`config.mk`:
```
export PLATFORM = sky130hd
export DESIGN_NAME = puf_soc_frame_serializer
export DESIGN_NICKNAME = d
export VERILOG_FILES = /design/src/rtl/puf_soc_pkg.sv /design/src/rtl/puf_soc_frame_serializer.sv
export SDC_FILE = /design/constraint.sdc
export NUM_CORES = 1
export LEC_CHECK = 0
export CAP_MARGIN = 40
export CORE_MARGIN = 8
export CORE_UTILIZATION = 39
export DETAILED_ROUTE_END_ITERATION = 10
export MAX_ROUTING_LAYER = met4
export PLACE_DENSITY = 0.61
export SLEW_MARGIN = 20
export SYNTH_ARGS = -nofsm -noshare
export SYNTH_HDL_FRONTEND = slang
export SYNTH_SLANG_ARGS = --single-unit
```
`constraint.sdc`:
```
create_clock -name clk -period 2.4 [get_ports clk]
set_input_delay 0.6 -clock clk [delete_from_list [all_inputs] [get_ports clk]]
set_output_delay 0.6 -clock clk [all_outputs]
set_load 0.005 [all_outputs]
```
`src/rtl/puf_soc_pkg.sv`:
```
// Shared definitions for the PUF SoC frame serializer: state encoding,
// default sync byte and byte-count helpers.
package puf_soc_pkg;

   typedef logic [1:0] state_t;

   localparam state_t IDLE = 2'd0;
   localparam state_t SYNC = 2'd1;
   localparam state_t DATA = 2'd2;
   localparam state_t CSUM = 2'd3;

   localparam int         DEFAULT_FRAM_SIZE = 160;
   localparam logic [7:0] DEFAULT_SYNC_BYTE = 8'hA5;

   // Number of payload bytes carried by one frame.
   function automatic int num_bytes(input int fram_size);
      return fram_size / 8;
   endfunction

   // Width of the payload byte index; never narrower than one bit.
   function automatic int idx_width(input int n);
      if (n <= 1)
         return 1;
      return $clog2(n);
   endfunction

endpackage

```
`src/rtl/puf_soc_frame_serializer.sv`:
```
// Frame serializer: buffers up to two frames (active + pending) and emits
// each as SYNC, payload bytes LSB-first, XOR checksum over a valid/ready link.
module puf_soc_frame_serializer
   import puf_soc_pkg::*;
#(
   parameter int         FRAM_SIZE  = DEFAULT_FRAM_SIZE,
   parameter logic [7:0] SYNC_BYTE  = DEFAULT_SYNC_BYTE,
   parameter int         DROP_CNT_W = 8
) (
   input  logic                  clk,
   input  logic                  rst_n,
   input  logic [FRAM_SIZE-1:0]  i_frame_data,
   input  logic                  i_frame_valid,
   output logic [7:0]            o_tx_data,
   output logic                  o_tx_valid,
   input  logic                  i_tx_ready,
   output logic                  o_busy,
   output logic                  o_frame_done,
   output logic [DROP_CNT_W-1:0] o_drop_cnt
);

   localparam int                NUM_BYTES = num_bytes(FRAM_SIZE);
   localparam int                IDX_W     = idx_width(NUM_BYTES);
   localparam logic [IDX_W-1:0]  LAST_IDX  = IDX_W'(NUM_BYTES - 1);

   state_t                  state_reg, state_next;
   logic [FRAM_SIZE-1:0]    active_reg, active_next;
   logic [FRAM_SIZE-1:0]    pending_reg, pending_next;
   logic                    pending_full_reg, pending_full_next;
   logic [7:0]              csum_reg, csum_next;
   logic [IDX_W-1:0]        idx_reg, idx_next;
   logic [7:0]              tx_data_reg, tx_data_next;
   logic                    tx_valid_reg, tx_valid_next;
   logic                    busy_reg, busy_next;
   logic                    frame_done_reg, frame_done_next;
   logic [DROP_CNT_W-1:0]   drop_cnt_reg, drop_cnt_next;

   logic                    xfer;
   logic                    csum_take;
   logic [FRAM_SIZE-1:0]    active_shift;

   // A byte moves only when both sides agree.
   assign xfer         = tx_valid_reg & i_tx_ready;
   assign csum_take    = (state_reg == CSUM) & xfer;
   assign active_shift = active_reg >> 8;

   // State register.
   always_ff @(posedge clk or negedge rst_n) begin
      if (!rst_n)
         state_reg <= IDLE;
      else
         state_reg <= state_next;
   end

   // Next-state logic: sequencing only advances on a completed transfer.
   always_comb begin
      state_next = state_reg;
      case (state_reg)
         IDLE: if (i_frame_valid) state_next = SYNC;
         SYNC: if (xfer) state_next = DATA;
         DATA: if (xfer && (idx_reg == LAST_IDX)) state_next = CSUM;
         CSUM: if (xfer) state_next = (pending_full_reg || i_frame_valid) ? SYNC : IDLE;
         default: state_next = IDLE;
      endcase
   end

   // Output/datapath next values: byte presentation, checksum, buffering, drops.
   always_comb begin
      active_next       = active_reg;
      pending_next      = pending_reg;
      pending_full_next = pending_full_reg;
      csum_next         = csum_reg;
      idx_next          = idx_reg;
      tx_data_next      = tx_data_reg;
      tx_valid_next     = tx_valid_reg;
      frame_done_next   = 1'b0;
      drop_cnt_next     = drop_cnt_reg;

      case (state_reg)
         IDLE: begin
            if (i_frame_valid) begin
               active_next   = i_frame_data;
               csum_next     = 8'h00;
               idx_next      = '0;
               tx_valid_next = 1'b1;
               tx_data_next  = SYNC_BYTE;
            end
         end
         SYNC: begin
            if (xfer)
               tx_data_next = active_reg[7:0];
         end
         DATA: begin
            if (xfer) begin
               csum_next = csum_reg ^ tx_data_reg;
               if (idx_reg == LAST_IDX) begin
                  // Checksum byte covers the payload only, never the sync byte.
                  tx_data_next = csum_reg ^ tx_data_reg;
               end else begin
                  idx_next     = idx_reg + IDX_W'(1);
                  active_next  = active_shift;
                  tx_data_next = active_shift[7:0];
               end
            end
         end
         CSUM: begin
            if (xfer) begin
               frame_done_next = 1'b1;
               csum_next       = 8'h00;
               idx_next        = '0;
               if (pending_full_reg) begin
                  active_next  = pending_reg;
                  tx_data_next = SYNC_BYTE;
               end else if (i_frame_valid) begin
                  // Pending is empty, so a coincident strobe goes straight to active.
                  active_next  = i_frame_data;
                  tx_data_next = SYNC_BYTE;
               end else begin
                  tx_valid_next = 1'b0;
               end
            end
         end
         default: ;
      endcase

      // Pending slot: it drains first on a CSUM transfer, so a coincident
      // strobe refills it rather than being dropped.
      if (csum_take && pending_full_reg) begin
         pending_full_next = i_frame_valid;
         if (i_frame_valid)
            pending_next = i_frame_data;
      end else if (i_frame_valid && (state_reg != IDLE) && !csum_take) begin
         if (!pending_full_reg) begin
            pending_next      = i_frame_data;
            pending_full_next = 1'b1;
         end else if (drop_cnt_reg != {DROP_CNT_W{1'b1}}) begin
            drop_cnt_next = drop_cnt_reg + DROP_CNT_W'(1);
         end
      end
   end

   // Busy reflects the registered state and pending slot of the next cycle.
   always_comb begin
      busy_next = (state_next != IDLE) | pending_full_next;
   end

   // Datapath and output registers; reset aborts any frame in flight.
   always_ff @(posedge clk or negedge rst_n) begin
      if (!rst_n) begin
         active_reg       <= '0;
         pending_reg      <= '0;
         pending_full_reg <= 1'b0;
         csum_reg         <= 8'h00;
         idx_reg          <= '0;
         tx_data_reg      <= 8'h00;
         tx_valid_reg     <= 1'b0;
         busy_reg         <= 1'b0;
         frame_done_reg   <= 1'b0;
         drop_cnt_reg     <= '0;
      end else begin
         active_reg       <= active_next;
         pending_reg      <= pending_next;
         pending_full_reg <= pending_full_next;
         csum_reg         <= csum_next;
         idx_reg          <= idx_next;
         tx_data_reg      <= tx_data_next;
         tx_valid_reg     <= tx_valid_next;
         busy_reg         <= busy_next;
         frame_done_reg   <= frame_done_next;
         drop_cnt_reg     <= drop_cnt_next;
      end
   end

   assign o_tx_data    = tx_data_reg;
   assign o_tx_valid   = tx_valid_reg;
   assign o_busy       = busy_reg;
   assign o_frame_done = frame_done_reg;
   assign o_drop_cnt   = drop_cnt_reg;

endmodule

```
==> summary.md, run 1 <==
| Metric | Value |
|---|---|
| Final slew viol count | `0` |
| Max-Cap Viols | `0` |
| DRT antenna net count | `0` |
| Post-CTS setup buffer count | `0` |
| Register Area | `8880 sq um` |
| CP max-delay cell | `clkdlybuf4s50_1` |
| Seq/Total Area, Yosys | `56.0%` |
| Post-synth top area share | `56.0%` |
| Layout Utilization | `50.0%` |
| Final Skew | `20.3 ps` |
| Critical Path Start Type | `register` |
| GPL Wtd Cong | `0.828` |
| Max-slew headroom | `55.6%` |
| Max Root-Sink Buffers | `3` |
| Final net count | `1523` |
| Tcrit/Tclk final | `89.6%` |
| WL final | `43700 microns` |
| Comb power frac | `28.0%` |
| Syn Nets | `1323` |
| CP Capture Type | `primary output` |
| Int Pwr | `0.0170 W` |
| Synth Instances | `1157` |
| Clock Power Share | `27.2%` |
| Synth Warn # | `0` |
| CTS clk-pin slew, worst paths | `60 ps` |
| Area contributors post-synth | `dfrtp_1 (56%), mux2_4 (9.5%), a222oi_1 (9.1%), o2bb2ai_1 (8.4%), mux2_2 (4.3%)` |
| Register share of total power | `44.8%` |
| Non-Filler Instances | `1920` |
| Least-Margin Pin Slew | `661 ps` |
| Post-cts gate resize count | `0` |
| Rows | `74` |
| Crit path to | `o_tx_data[7]` |
| Die Area | `47400 sq um` |
| GRT Overall Usage | `18.8%` |
| Starting Density | `39.2%` |
| Slowest stage delay, CP | `550 ps` |
| Multi-input logic area | `6390 sq um` |
| Fraction of layout cells with a size suffix above 1 | `23.7%` |
| Shortest period the worst path allows | `2150 ps` |
| R2r setup slk | `260 ps` |
| Gr ovfl total | `0` |
| Clock Sinks | `355` |
| Failing checks | `DRC` |
| CTS buffer count | `40` |
| Die X | `218 microns` |
| Sw Ratio | `28.9%` |
| Setup crit start | `o_tx_data[7]` |
| Unrepaired setup endpoints after global routing | `false` |
| # IOs | `183` |
| Critical path fanouts, max | `6` |
| WS Path Type | `register to primary output` |
| Critical Path RT | `1800 ps` |
| Yosys reg bits | `355` |
| Post-DR wirelength/cell | `22.8 microns` |
| Worst-Skew Late Latency | `550 ps` |
| First-pass GRT wire length | `69900 microns` |
| Pin count of the biggest net entering global routing | `73` |
| Status | `finished, violations left` |
| DRC | `3` |
| Hold Fails Final Rpt | `0` |
| CTS tree | `yes` |
| Cells after DPL | `1847` |
| Pre-Repair DR Iteration Count | `11` |
| Vias per cell | `6.03` |
| Largest delay share family, worst path | `buffers and inverters` |
| Area Growth Syn to Fin | `27.6%` |
| Post-synth EDFFs | `0` |
| Post-DP HPWL | `28800 microns` |
| DR iter-0 viols | `1603` |
| Vias in the first global route | `12.1k` |
| PortBufs | `182` |
| Setup WS pre-CTS | `-118 ps` |
| # hold bufs at CTS | `0` |
| Leak Pwr | `8.59 nW` |
| Critical Path Stages | `1` |
| Crit-path cells | `clkdlybuf4s50_1` |
| Fmax | `0.465 GHz` |
| Cell Pwr Density | `1180 nW/um^2` |
| CTS H-Tree Depth | `2` |
| Setup-failing EPs final | `0` |
| Final worst setup slack | `250 ps` |
| Max VDD drop | `0.496 mV` |
| Synthesized area | `15900 sq um` |
| Worst reg2reg path endpoint | `pending_reg[52]` |
| Initial antenna violation count | `4` |
| R2R depth | `6` |
| Ys flop type | `dfrtp_1` |
| Filler cell count | `3442` |
| Async set-reset flop share out of synthesis | `100%` |
| Area leader, netlist | `dfrtp_1` |
| Hold Path Class | `input pin to asynchronous set/reset pin` |
| Core Footprint | `40500 sq um` |
| CP Data Arrival Time | `1550 ps` |
| Vias | `11.6k` |
| Die Span Y | `218 microns` |
| Worst r2r src | `state_reg[1]` |
| Syn avg cell area | `13.7 sq um` |
| Worst Path Buf+Inv | `1` |
| Root Driver | `clkbuf_16` |
| Distinct cells, synth | `55` |
| Net Sw Power | `0.00688 W` |
==> final cells by class <==
cell class                 count  share of cell area [%]
clock buffer                  58                    5.78
multi-input combinational    680                    31.6
sequential                   355                    43.9
antenna                        4                  0.0495
tap                          532                    3.29
timing repair buffer         274                    14.2
inverter                       6                   0.111
clock inverter                11                    1.09
==> per-layer routing <==
metal / routed length (microns) / vias up / global-route usage [%]
met1: 20700 / 6005 / 26.8
met2: 19800 / 422 / 27.3
met5: 0 / - / -
met4: 622 / 0 / 4.49
met3: 2630 / 45 / 3.62
li1: - / 5112 / -
==> through the flow <==
stage	TNS, ps	total power [W]	instance area, sq um	hold slack [ps]
after global routing	0	0.0252	20200	28.5
after global placement	-19450	0.0172	18800	471
after detailed placement	-21950	0.0173	18800	472
after CTS	0	0.0240	20200	0.128
final	0	0.0238	20200	4.04
after floorplan	0	0.0149	15900	304
==> worst min-delay path by stage <==
| stage | cells past startpoint | slack (ps) | start | to |
|---|---|---|---|---|
| after floorplan | 0 | 300 | rst_n | active_reg[0] |
| after global placement | 1 | 470 | active_reg[103] | active_reg[103] |
| after detailed placement | 1 | 470 | active_reg[102] | active_reg[102] |
| after CTS | 1 | 0.1 | rst_n | pending_reg[114] |
| after global routing | 1 | 30 | rst_n | pending_reg[124] |
| final | 1 | 4 | rst_n | pending_reg[124] |
==> cells in the mapped netlist, types with 3 or more instances <==
master	n
o21a_1	9
buf_8	11
a222oi_1	144
o2bb2ai_1	152
nor2_1	31
nor3_1	8
buf_1	11
a211oi_1	4
mux2_4	100
xnor2_1	9
dfrtp_1	355
mux2_2	61
o21ai_0	16
a22oi_1	8
o211ai_1	7
a221o_1	4
nand3_1	9
xor2_1	5
o32a_1	4
o22ai_1	9
nand2_1	30
o21ai_1	10
inv_1	4
clkbuf_1	55
and2_1	6
buf_2	33
or3_1	4
nand4_1	3
nand2_2	3
o2111ai_1	8
buf_4	5
a21oi_1	12
==> kinds of logic (layout without fill, tap and decap cells) <==
kind of cell,count (synthesis),count (layout),share of synthesized area [%]
buf+inv,122,349,4.06
compound gates,396,396,21.9
other cells,0,4,0
simple gates,106,106,3.18
fa+ha+maj,2,2,0.158
mux,162,162,13.9
xor+xnor,14,14,0.773
flops,355,355,56.0
==> layout by cell type (no fill, tap or decap), types with 6 or more instances in the layout <==
cell	instances
clkdlybuf4s50_1	181
and2_1	6
mux2_4	100
buf_4	64
o2bb2ai_1	152
buf_12	28
nand3_1	9
clkbuf_8	8
clkbuf_16	41
nand2_1	30
o22ai_1	9
o2111ai_1	8
bufinv_16	6
nor3_1	8
o21ai_0	16
o21ai_1	10
a222oi_1	144
nor2_1	31
mux2_2	61
o21a_1	8
a22oi_1	8
clkbuf_1	9
dfrtp_1	355
a21oi_1	12
o211ai_1	7
xnor2_1	9
==> power groups by stage <==
stage / combinational (W) / clock, W / sequential (W)
finish: 0.00668 / 0.00647 / 0.0107
global route: 0.00729 / 0.00688 / 0.0110
CTS: 0.00673 / 0.00664 / 0.0106
detailed placement: 0.00669 / 0 / 0.0107
global placement: 0.00656 / 0 / 0.0106
floorplan: 0.00484 / 0 / 0.0101
(Power assumes the default switching activity.)
==> run 2: changes to the inputs <==
CORE_UTILIZATION = 30   (was 39)
PLACE_DENSITY = 0.5   (was 0.61)
==> run 2 against run 1 <==
  * The flow now finishes without violations
  * Clock power grew 7.7%
  * Register-to-register slack gained 130 ps
  * Sequential share of layout area shrank 0.83 points
  * Via count shrank 0.85%
  * Critical path depth is the same
  * Core utilization shrank 11 points
  * Design area grew 1.9%
  * Global-route usage shrank 2.9 points
  * Worst hold slack gained 480 ps
  * Combinational power grew 3.6%
==> summary.md, run 2 (synthesized netlist as in run 1, its figures left out) <==
| Metric | Value |
|---|---|
| CP max-delay cell | `clkdlybuf4s50_1` |
| Max VDD drop | `0.500 mV (+0.71%)` |
| Max-Cap Viols | `0 (unchanged)` |
| Worst reg2reg path endpoint | `active_reg[8]` |
| Commonest non-fill, non-tap cell in the layout | `dfrtp_1` |
| Post-CTS setup buffer count | `0 (unchanged)` |
| Pin count of the biggest net entering global routing | `98 (+34%)` |
| Cell Pwr Density | `1190 nW/um^2 (+1.1%)` |
| CTS tree | `yes` |
| WS Path Type | `register to primary output` |
| Hold Path Origin | `active_reg[87]` |
| CTS clk-pin slew, worst paths | `60 ps (about the same)` |
| Critical Path Start Type | `register` |
| DRC | `0 (-3)` |
| Final net count | `1521 (-0.13%)` |
| Most frequent cells in the layout | `dfrtp_1 (355), clkdlybuf4s50_1 (181), o2bb2ai_1 (152)` |
| Multi-input logic area | `6390 sq um (unchanged)` |
| Die Area | `60500 sq um (+28%)` |
| GRT met1 Usage | `22.7% (-4.1 points)` |
| Crit-path cells | `clkdlybuf4s50_1` |
| Slowest stage delay, CP | `550 ps (about the same)` |
| Max Root-Sink Buffers | `3 (unchanged)` |
| Die Span Y | `246 microns (+13%)` |
| Largest delay share family, worst path | `buffers and inverters` |
| Shortest period the worst path allows | `2190 ps (+38.4 ps)` |
| Layout Utilization | `39.3% (-11 points)` |
| Critical path fanouts, max | `6 (unchanged)` |
| Met2 usage | `22.3% (-4.9 points)` |
| Worst r2r src | `pending_full_reg` |
| PortBufs | `182 (unchanged)` |
| Worst-Skew Late Latency | `570 ps (+20 ps)` |
| Area Growth Syn to Fin | `30.0%` |
| Post-DR wirelength/cell | `22.6 microns (-0.90%)` |
| Pre-Repair DR Iteration Count | `9 (-2)` |
| Final worst setup slack | `212 ps (-38.4 ps)` |
| Hold Fails Final Rpt | `0 (unchanged)` |
| DR iter-0 viols | `1368 (-15%)` |
| Leak Pwr | `8.67 nW (+0.89%)` |
| WL final | `47100 microns (+7.6%)` |
| Crit path to | `o_tx_data[7]` |
| Gr ovfl total | `0 (unchanged)` |
| Setup-failing EPs final | `0 (unchanged)` |
| Setup WS pre-CTS | `-171 ps (-52.6 ps)` |
| First-pass GRT wire length | `74100 microns (+6.0%)` |
| CP Capture Type | `primary output` |
| DRT antenna net count | `0 (unchanged)` |
| Die X | `246 microns (+13%)` |
| Least-Margin Pin Slew | `589 ps (-72.3 ps)` |
| Root Driver | `clkbuf_16` |
| Clock Sinks | `355 (unchanged)` |
| M3 GR Usage | `3.74% (+0.12 points)` |
| Worst Path Buf+Inv | `1 (unchanged)` |
| R2R depth | `7 (+1)` |
| CTS H-Tree Depth | `2 (unchanged)` |
| Critical Path Stages | `1 (unchanged)` |
| Power Total | `0.0245 W (+3.0%)` |
| Register Area | `8880 sq um (unchanged)` |
| GRT busiest layer | `met1` |
| Fraction of layout cells with a size suffix above 1 | `24.1% (+0.40 points)` |
| GPL Wtd Cong | `0.780 (-5.8%)` |
| Final slew viol count | `0 (unchanged)` |
| CP Data Arrival Time | `1590 ps (+40 ps)` |
| Status | `complete, no violations` |
| # IOs | `183 (unchanged)` |
| Vias per cell | `5.51 (-8.7%)` |
| Vias in the first global route | `12.0k (-0.63%)` |
| Core Footprint | `52400 sq um (+30%)` |
| R2r setup slk | `390 ps (+130 ps)` |
| Max-slew headroom | `60.8% (+5.2 points)` |
| CTS buffer count | `43 (+7.5%)` |
| Rows | `84 (+14%)` |
| Filler cell count | `4930 (+43%)` |
| Hold Path Class | `register to register` |
| Tcrit/Tclk final | `91.2% (+1.6 points)` |
| GRT Overall Usage | `15.8% (-2.9 points)` |
| Fmax | `0.457 GHz (-1.8%)` |
| Post-DP HPWL | `30200 microns (+4.9%)` |
| Post-cts gate resize count | `0 (unchanged)` |
| Vias | `11.5k (-0.85%)` |
| Setup crit start | `o_tx_data[7]` |
| Unrepaired setup endpoints after global routing | `false` |
| Starting Density | `30.2% (-9.0 points)` |
| Critical Path RT | `1800 ps (about the same)` |
| Initial antenna violation count | `7 (+3)` |
| Final Skew | `21.2 ps (+0.944 ps)` |
run 2: cell types whose count changed in the layout (fill, tap and decap cells not counted), sizes merged:
cell,change
dlygate4sd3,+1
buf,-6
clkinv,+2
inv,-2
clkinvlp,+3
clkbuf,+10
bufinv,-2
diode,+3
run 2: worst min path at each step:
stage	endpoint	slack (ps)	cells past startpoint
global route	active_reg[28]	500	1
finish	active_reg[87]	480	1
CTS	active_reg[87]	490	1
global placement	active_reg[76]	470	1
detailed placement	active_reg[96]	470	1
floorplan	active_reg[0]	300	0
run 2: per-layer routing:
metal  vias to the layer above  share of wire (%)
met5                         -                  0
met4                         0                1.6
met3                        47                5.7
met2                       327                 44
met1                      5981                 49
li1                       5130                  -
run 2: power breakdown:
part | total [W] | switching [W] | internal (W)
logic | 0.00692 | 0.00261 | 0.00432
clock network | 0.00697 | 0.00264 | 0.00433
registers | 0.0107 | 0.00186 | 0.00880
total | 0.0245 | 0.00711 | 0.0174
run 2: through the flow:
step | hold slack [ps] | setup TNS, ps | instances | cell area [sq um]
after floorplan | 304 | 0 | 1157 | 15900
after global placement | 470 | -20900 | 1997 | 19000
after detailed placement | 473 | -19540 | 1997 | 19000
after CTS | 488 | 0 | 2078 | 20600
after global routing | 501 | 0 | 2085 | 20600
final | 483 | 0 | 2085 | 20600
run 2: cell type report:
| cell class | instances | share of cell area, % |
|---|---|---|
| Sequential cell | 355 | 43.1 |
| Multi-Input combinational cell | 680 | 31.0 |
| Timing Repair Buffer | 269 | 14.0 |
| Clock buffer | 68 | 6.60 |
| Tap cell | 688 | 4.18 |
| Clock inverter | 12 | 0.904 |
| Inverter | 6 | 0.109 |
| Antenna cell | 7 | 0.0850 |
run 2: what timing repair did:
action | 4_1_cts | 5_1_grt
hold buffers | 1 | 0
endpoints found under the hold margin | 35 | 0
setup endpoints to repair | 0 | 0
